File: src/rtl/fb_frame_sched.sv
// Per-frame draw scheduler: on each vblank rise, one background blit then one pass per
// enabled sprite into the back buffer; buffers swap only on a vblank that finds the frame complete.
module fb_frame_sched #(
    parameter int NUM_SPRITES = 16,
    parameter int FB_WORDS    = 76800,
    parameter int ADDR_W      = 18,
    parameter int TIMEOUT_CYC = 1000000,
    localparam int IDX_W = (NUM_SPRITES > 1) ? $clog2(NUM_SPRITES) : 1,
    localparam int CNT_W = (TIMEOUT_CYC > 1) ? $clog2(TIMEOUT_CYC) : 1
) (
    input  logic                   clk,
    input  logic                   reset,
    input  logic                   vblank,
    input  logic [NUM_SPRITES-1:0] sprt_mask,
    input  logic                   err_clr,
    output logic                   bkg_go,
    input  logic                   bkg_done,
    output logic                   sprt_go,
    output logic [IDX_W-1:0]       sprt_idx,
    input  logic                   sprt_done,
    output logic [ADDR_W-1:0]      fb_base,
    output logic                   front_sel,
    output logic                   busy,
    output logic                   frame_done,
    output logic                   overrun,
    output logic                   timeout_err
);
    typedef enum logic [2:0] {
        IDLE,
        BKG_GO,
        BKG_WAIT,
        SPR_SCAN,
        SPR_WAIT,
        DONE
    } state_t;

    localparam logic [IDX_W-1:0]  LAST_IDX  = IDX_W'(NUM_SPRITES - 1);
    localparam logic [CNT_W-1:0]  CNT_LAST  = CNT_W'(TIMEOUT_CYC - 1);
    localparam logic [ADDR_W-1:0] BUF1_BASE = ADDR_W'(FB_WORDS);

    state_t                 state_reg, state_next;
    logic                   vblank_q_reg;
    logic                   vb_rise;
    logic [NUM_SPRITES-1:0] mask_reg;
    logic [IDX_W-1:0]       idx_reg, idx_next;
    logic [CNT_W-1:0]       wait_cnt_reg, wait_cnt_next;
    logic                   bkg_go_reg;
    logic                   sprt_go_reg, sprt_go_next;
    logic                   frame_done_reg;
    logic                   busy_reg;
    logic                   front_sel_reg;
    logic [ADDR_W-1:0]      fb_base_reg;
    logic                   overrun_reg, timeout_err_reg;
    logic                   latch_mask, swap, wait_expired, timeout_hit, in_pass;

    assign vb_rise = vblank & ~vblank_q_reg;
    assign in_pass = (state_reg == BKG_GO) || (state_reg == BKG_WAIT) ||
                     (state_reg == SPR_SCAN) || (state_reg == SPR_WAIT);

    always_comb begin
        state_next    = state_reg;
        idx_next      = idx_reg;
        wait_cnt_next = wait_cnt_reg;
        sprt_go_next  = 1'b0;
        latch_mask    = 1'b0;
        swap          = 1'b0;
        timeout_hit   = 1'b0;
        wait_expired  = (wait_cnt_reg == CNT_LAST);
        case (state_reg)
            IDLE: begin
                if (vb_rise) begin
                    latch_mask = 1'b1;
                    state_next = BKG_GO;
                end
            end
            BKG_GO: begin
                wait_cnt_next = '0;
                state_next    = BKG_WAIT;
            end
            BKG_WAIT: begin
                wait_cnt_next = wait_cnt_reg + 1'b1;
                // An expired wait stands in for the missing done pulse
                if (bkg_done || wait_expired) begin
                    timeout_hit = ~bkg_done;
                    idx_next    = '0;
                    state_next  = SPR_SCAN;
                end
            end
            SPR_SCAN: begin
                if (mask_reg[idx_reg]) begin
                    sprt_go_next  = 1'b1;
                    wait_cnt_next = '0;
                    state_next    = SPR_WAIT;
                end else if (idx_reg == LAST_IDX) begin
                    state_next = DONE;
                end else begin
                    idx_next = idx_reg + 1'b1;
                end
            end
            SPR_WAIT: begin
                wait_cnt_next = wait_cnt_reg + 1'b1;
                if (sprt_done || wait_expired) begin
                    timeout_hit = ~sprt_done;
                    if (idx_reg == LAST_IDX) begin
                        state_next = DONE;
                    end else begin
                        idx_next   = idx_reg + 1'b1;
                        state_next = SPR_SCAN;
                    end
                end
            end
            DONE: begin
                if (vb_rise) begin
                    swap       = 1'b1;
                    latch_mask = 1'b1;
                    state_next = BKG_GO;
                end
            end
            default: state_next = IDLE;
        endcase
    end

    always_ff @(posedge clk) begin
        if (reset) begin
            state_reg       <= IDLE;
            vblank_q_reg    <= 1'b0;
            mask_reg        <= '0;
            idx_reg         <= '0;
            wait_cnt_reg    <= '0;
            bkg_go_reg      <= 1'b0;
            sprt_go_reg     <= 1'b0;
            frame_done_reg  <= 1'b0;
            busy_reg        <= 1'b0;
            front_sel_reg   <= 1'b0;
            fb_base_reg     <= BUF1_BASE;
            overrun_reg     <= 1'b0;
            timeout_err_reg <= 1'b0;
        end else begin
            state_reg      <= state_next;
            vblank_q_reg   <= vblank;
            idx_reg        <= idx_next;
            wait_cnt_reg   <= wait_cnt_next;
            if (latch_mask) begin
                mask_reg <= sprt_mask;
            end
            bkg_go_reg     <= (state_next == BKG_GO);
            sprt_go_reg    <= sprt_go_next;
            frame_done_reg <= (state_next == DONE) && (state_reg != DONE);
            busy_reg       <= !((state_next == IDLE) || (state_next == DONE));
            if (swap) begin
                front_sel_reg <= ~front_sel_reg;
            end
            // Back buffer is whichever one the display is not scanning
            fb_base_reg    <= front_sel_reg ? '0 : BUF1_BASE;
            if (vb_rise && in_pass) begin
                overrun_reg <= 1'b1;
            end else if (err_clr) begin
                overrun_reg <= 1'b0;
            end
            if (timeout_hit) begin
                timeout_err_reg <= 1'b1;
            end else if (err_clr) begin
                timeout_err_reg <= 1'b0;
            end
        end
    end

    assign bkg_go      = bkg_go_reg;
    assign sprt_go     = sprt_go_reg;
    assign sprt_idx    = idx_reg;
    assign frame_done  = frame_done_reg;
    assign busy        = busy_reg;
    assign front_sel   = front_sel_reg;
    assign fb_base     = fb_base_reg;
    assign overrun     = overrun_reg;
    assign timeout_err = timeout_err_reg;

endmodule

File: config.mk
export PLATFORM = sky130hd
export DESIGN_NAME = fb_frame_sched
export DESIGN_NICKNAME = d
export VERILOG_FILES = /design/src/rtl/fb_frame_sched.sv
export SDC_FILE = /design/constraint.sdc
export NUM_CORES = 1
export LEC_CHECK = 0
export ABC_AREA = 1
export ABC_CLOCK_PERIOD_IN_PS = 1900
export CORE_MARGIN = 2
export CORE_UTILIZATION = 35
export DETAILED_ROUTE_END_ITERATION = 10
export GPL_ROUTABILITY_DRIVEN = 0
export SLEW_MARGIN = 10
export SYNTH_ARGS = -nofsm -noshare
export SYNTH_HDL_FRONTEND = slang
export SYNTH_SLANG_ARGS = --single-unit
File: constraint.sdc
create_clock -name clk -period 1.9 [get_ports clk]
set_clock_uncertainty 0.1 [all_clocks]
set_input_delay 0.38 -clock clk [delete_from_list [all_inputs] [get_ports clk]]
set_output_delay 0.38 -clock clk [all_outputs]
set_load 0.1 [all_outputs]
==> results of run 1 <==
[per-stage QoR]
| step | cell area (um^2) | power, mW | instances | hold WS (ns) |
|---|---|---|---|---|
| global placement | 3730 | 2.03 | 597 | 0.340 |
| detailed placement | 3730 | 2.03 | 597 | 0.340 |
| finish | 3870 | 2.78 | 606 | 0.358 |
| floorplan | 3130 | 1.81 | 469 | 0.329 |
| CTS | 3840 | 2.80 | 605 | 0.361 |
| global route | 3870 | 2.93 | 606 | 0.387 |
[placed cells by master, fill, tap and decap left out, types with 11 or more instances in the layout]
master / instances
inv_2: 14
nand2_2: 11
o21ai_0: 17
a21oi_1: 37
dfxtp_1: 47
nor2_1: 39
buf_4: 12
buf_12: 19
conb_1: 14
nand3_1: 38
clkdlybuf4s50_1: 21
inv_1: 45
nand2_1: 105
[cell type report]
class | instances | area (um^2) | share of cell area [%]
multi-input combinational | 326 | 1660 | 43.0
sequential | 52 | 1050 | 27.2
timing repair buffer | 52 | 681 | 17.6
tap | 108 | 135 | 3.49
clock inverter | 2 | 35.0 | 0.906
clock buffer | 6 | 72.6 | 1.88
inverter | 60 | 229 | 5.92
[power by group]
group / internal (mW) / total, mW / switching [mW]
clock network: 0.392 / 0.760 / 0.368
registers: 1.16 / 1.20 / 0.0488
logic: 0.280 / 0.815 / 0.535
[worst reg2reg max path, cell delays in order, from the launching register on]
cell and delay [ns]:
dfxtp_1 0.41, nand2_1 0.13, inv_2 0.06, nand2_1 0.05
nor2_2 0.15, nand3_4 0.13, nand2_4 0.10, nand2_1 0.06
nand2_2 0.09, nand2_2 0.07, nor2_4 0.12, nand2_1 0.06
nand2_1 0.08, nor2_2 0.03
[routing by layer]
metal | share of wire (%) | up-vias
met1 | 47 | 1290
met5 | 0 | -
li1 | - | 1497
met4 | 0.63 | 0
met2 | 49 | 49
met3 | 3.3 | 5
[final timing paths]
check                                     start           to  slack, ns  cells after the start
worst max-delay path            wait_cnt_reg[4]  sprt_idx[0]       0.15                     13
worst min-delay path                mask_reg[7]  mask_reg[7]       0.36                      2
worst max register to register  wait_cnt_reg[4]  sprt_idx[0]       0.15                     13
worst min register to register      mask_reg[7]  mask_reg[7]       0.36                      2
[what timing repair did]
item | in CTS | in global routing
setup buffers | 0 | 1
setup endpoints to repair | 0 | 22
hold buffers | 0 | 0
gates resized for setup | 0 | 6
[logic make-up (layout without fill, tap and decap cells)]
logic type,Yosys count,after routing,synth area share [%]
adders and majority gates,2,2,0.815
AOI/OAI and AO/OA,63,63,10.6
buffers and inverters,91,120,14.0
xor gates and xnor gates,10,10,2.85
DFF,52,52,33.9
and+or+nand+nor,237,237,37.7
other,1,14,0.122
==> results.tsv, run 1 <==
metric	value	unit
status	complete, no violations	
start_util	35.7	%
final.setup.tns	0	ns
synth_top_cells_by_count	nand2_1, dfxtp_1, inv_1, nor2_1, nand3_1	
leakage	1.59	nW
max_stage_delay	0.41	ns
worstSetupPathType	reg2reg	
die_area	9530	um^2
grt_use_total	15.0	%
rsz0062_at_grt	false	
drive_gt1_share	19.9	%
ys_warn_count	0	
irDropWorstVdd	412	uV
ys_async_sr_fraction	0	%
io_buffer_count	36	
min_period	1.75	ns
largest_reg_flops	20	
preCtsSetupSlack	0.0175	ns
core	8590	um^2
final_util	45.0	%
cts_sinks	52	
setup_viol	0	
synth-seq-cells	52	
fin_crit_sh	92.2	%
grt_pass1_vias	2764	
worstSkewPairLatency	0.30	ns
slew_viol_final	0	
powerDensity	718	nW/um^2
grt.busiest_layer	met2	
root_buffer	clkbuf_8	
yosys.area.top_type	dfxtp_1	
use_met2	26.5	%
cpMostUsedCell	nand2_1	
netlist-cell-type-count	33	
grt_overflow	0	
clock_path_buffers	2	
syn-instance-count	456	
avgViaCountPerCell	4.69	
fmax	571	MHz
drc	0	
endpoint_kind	flip-flop	
fin_ws	0.148	ns
cts_htree_levels	2	
ios	51	
ant_nets	0	
synth_flop_cell	dfxtp_1	
nNetsFinal	521	
cts_tree	done	
die_w	97.6	um
grt_use_met3	2.52	%
std_cell_rows	34	
synth_top_area_share	33.9	%
postSynthAreaPerCell	6.73	um^2
synth_edf_count	0	
nFillCells	899	
syn_area	3070	um^2
wl_per_cell	11.4	um
clkTransAtPathRegs	0.10	ns
drtIter0Drc	80	
grt_start_max_net_pins	32	
hold_class	reg2reg	
routed_wl	6.94	mm
cp_top_family	simple AND/OR/NAND/NOR gates	
cp_num_buf_inv	1	
cp_data_required_time	2.00	ns
final-hold-violation-count	0	
dpl.hpwl	5.35	mm
cp_max_fo	6	
use_met1	19.2	%
die-height	97.6	um
max_cap_violations	0	
antenna_cells	0	
path_cells	nand2_1 -> inv_2 -> nand2_1 -> nor2_2 -> nand3_4 -> nand2_4 -> nand2_1 -> nand2_2 -> nand2_2 -> nor2_4 -> nand2_1 -> nand2_1 -> nor2_2	
synth_area_leaders	dfxtp_1, nand2_1, nand3_1	
startpoint_type	flip-flop	
grt_antenna_before_repair	0	
critPathArrivalTime	1.85	ns
numCtsBuffers	5	
area_delta_synth_final	26.0	%
first_pass_iters	4	
yosysSeqAreaShare	33.9	%
critical-path-slowest-cell	dfxtp_1	
grt_pass1_wl	12.2	mm
synth.most_common_cell	nand2_1	
num_vias	2841	
Note: power is estimated with default switching activity, not from simulation.
==> inputs of run 2 (changes only) <==
Settings changed: SLEW_MARGIN 10 to 20.
==> results of run 2 <==
The final DEF is identical to that of run 1; final timing and power are the same.
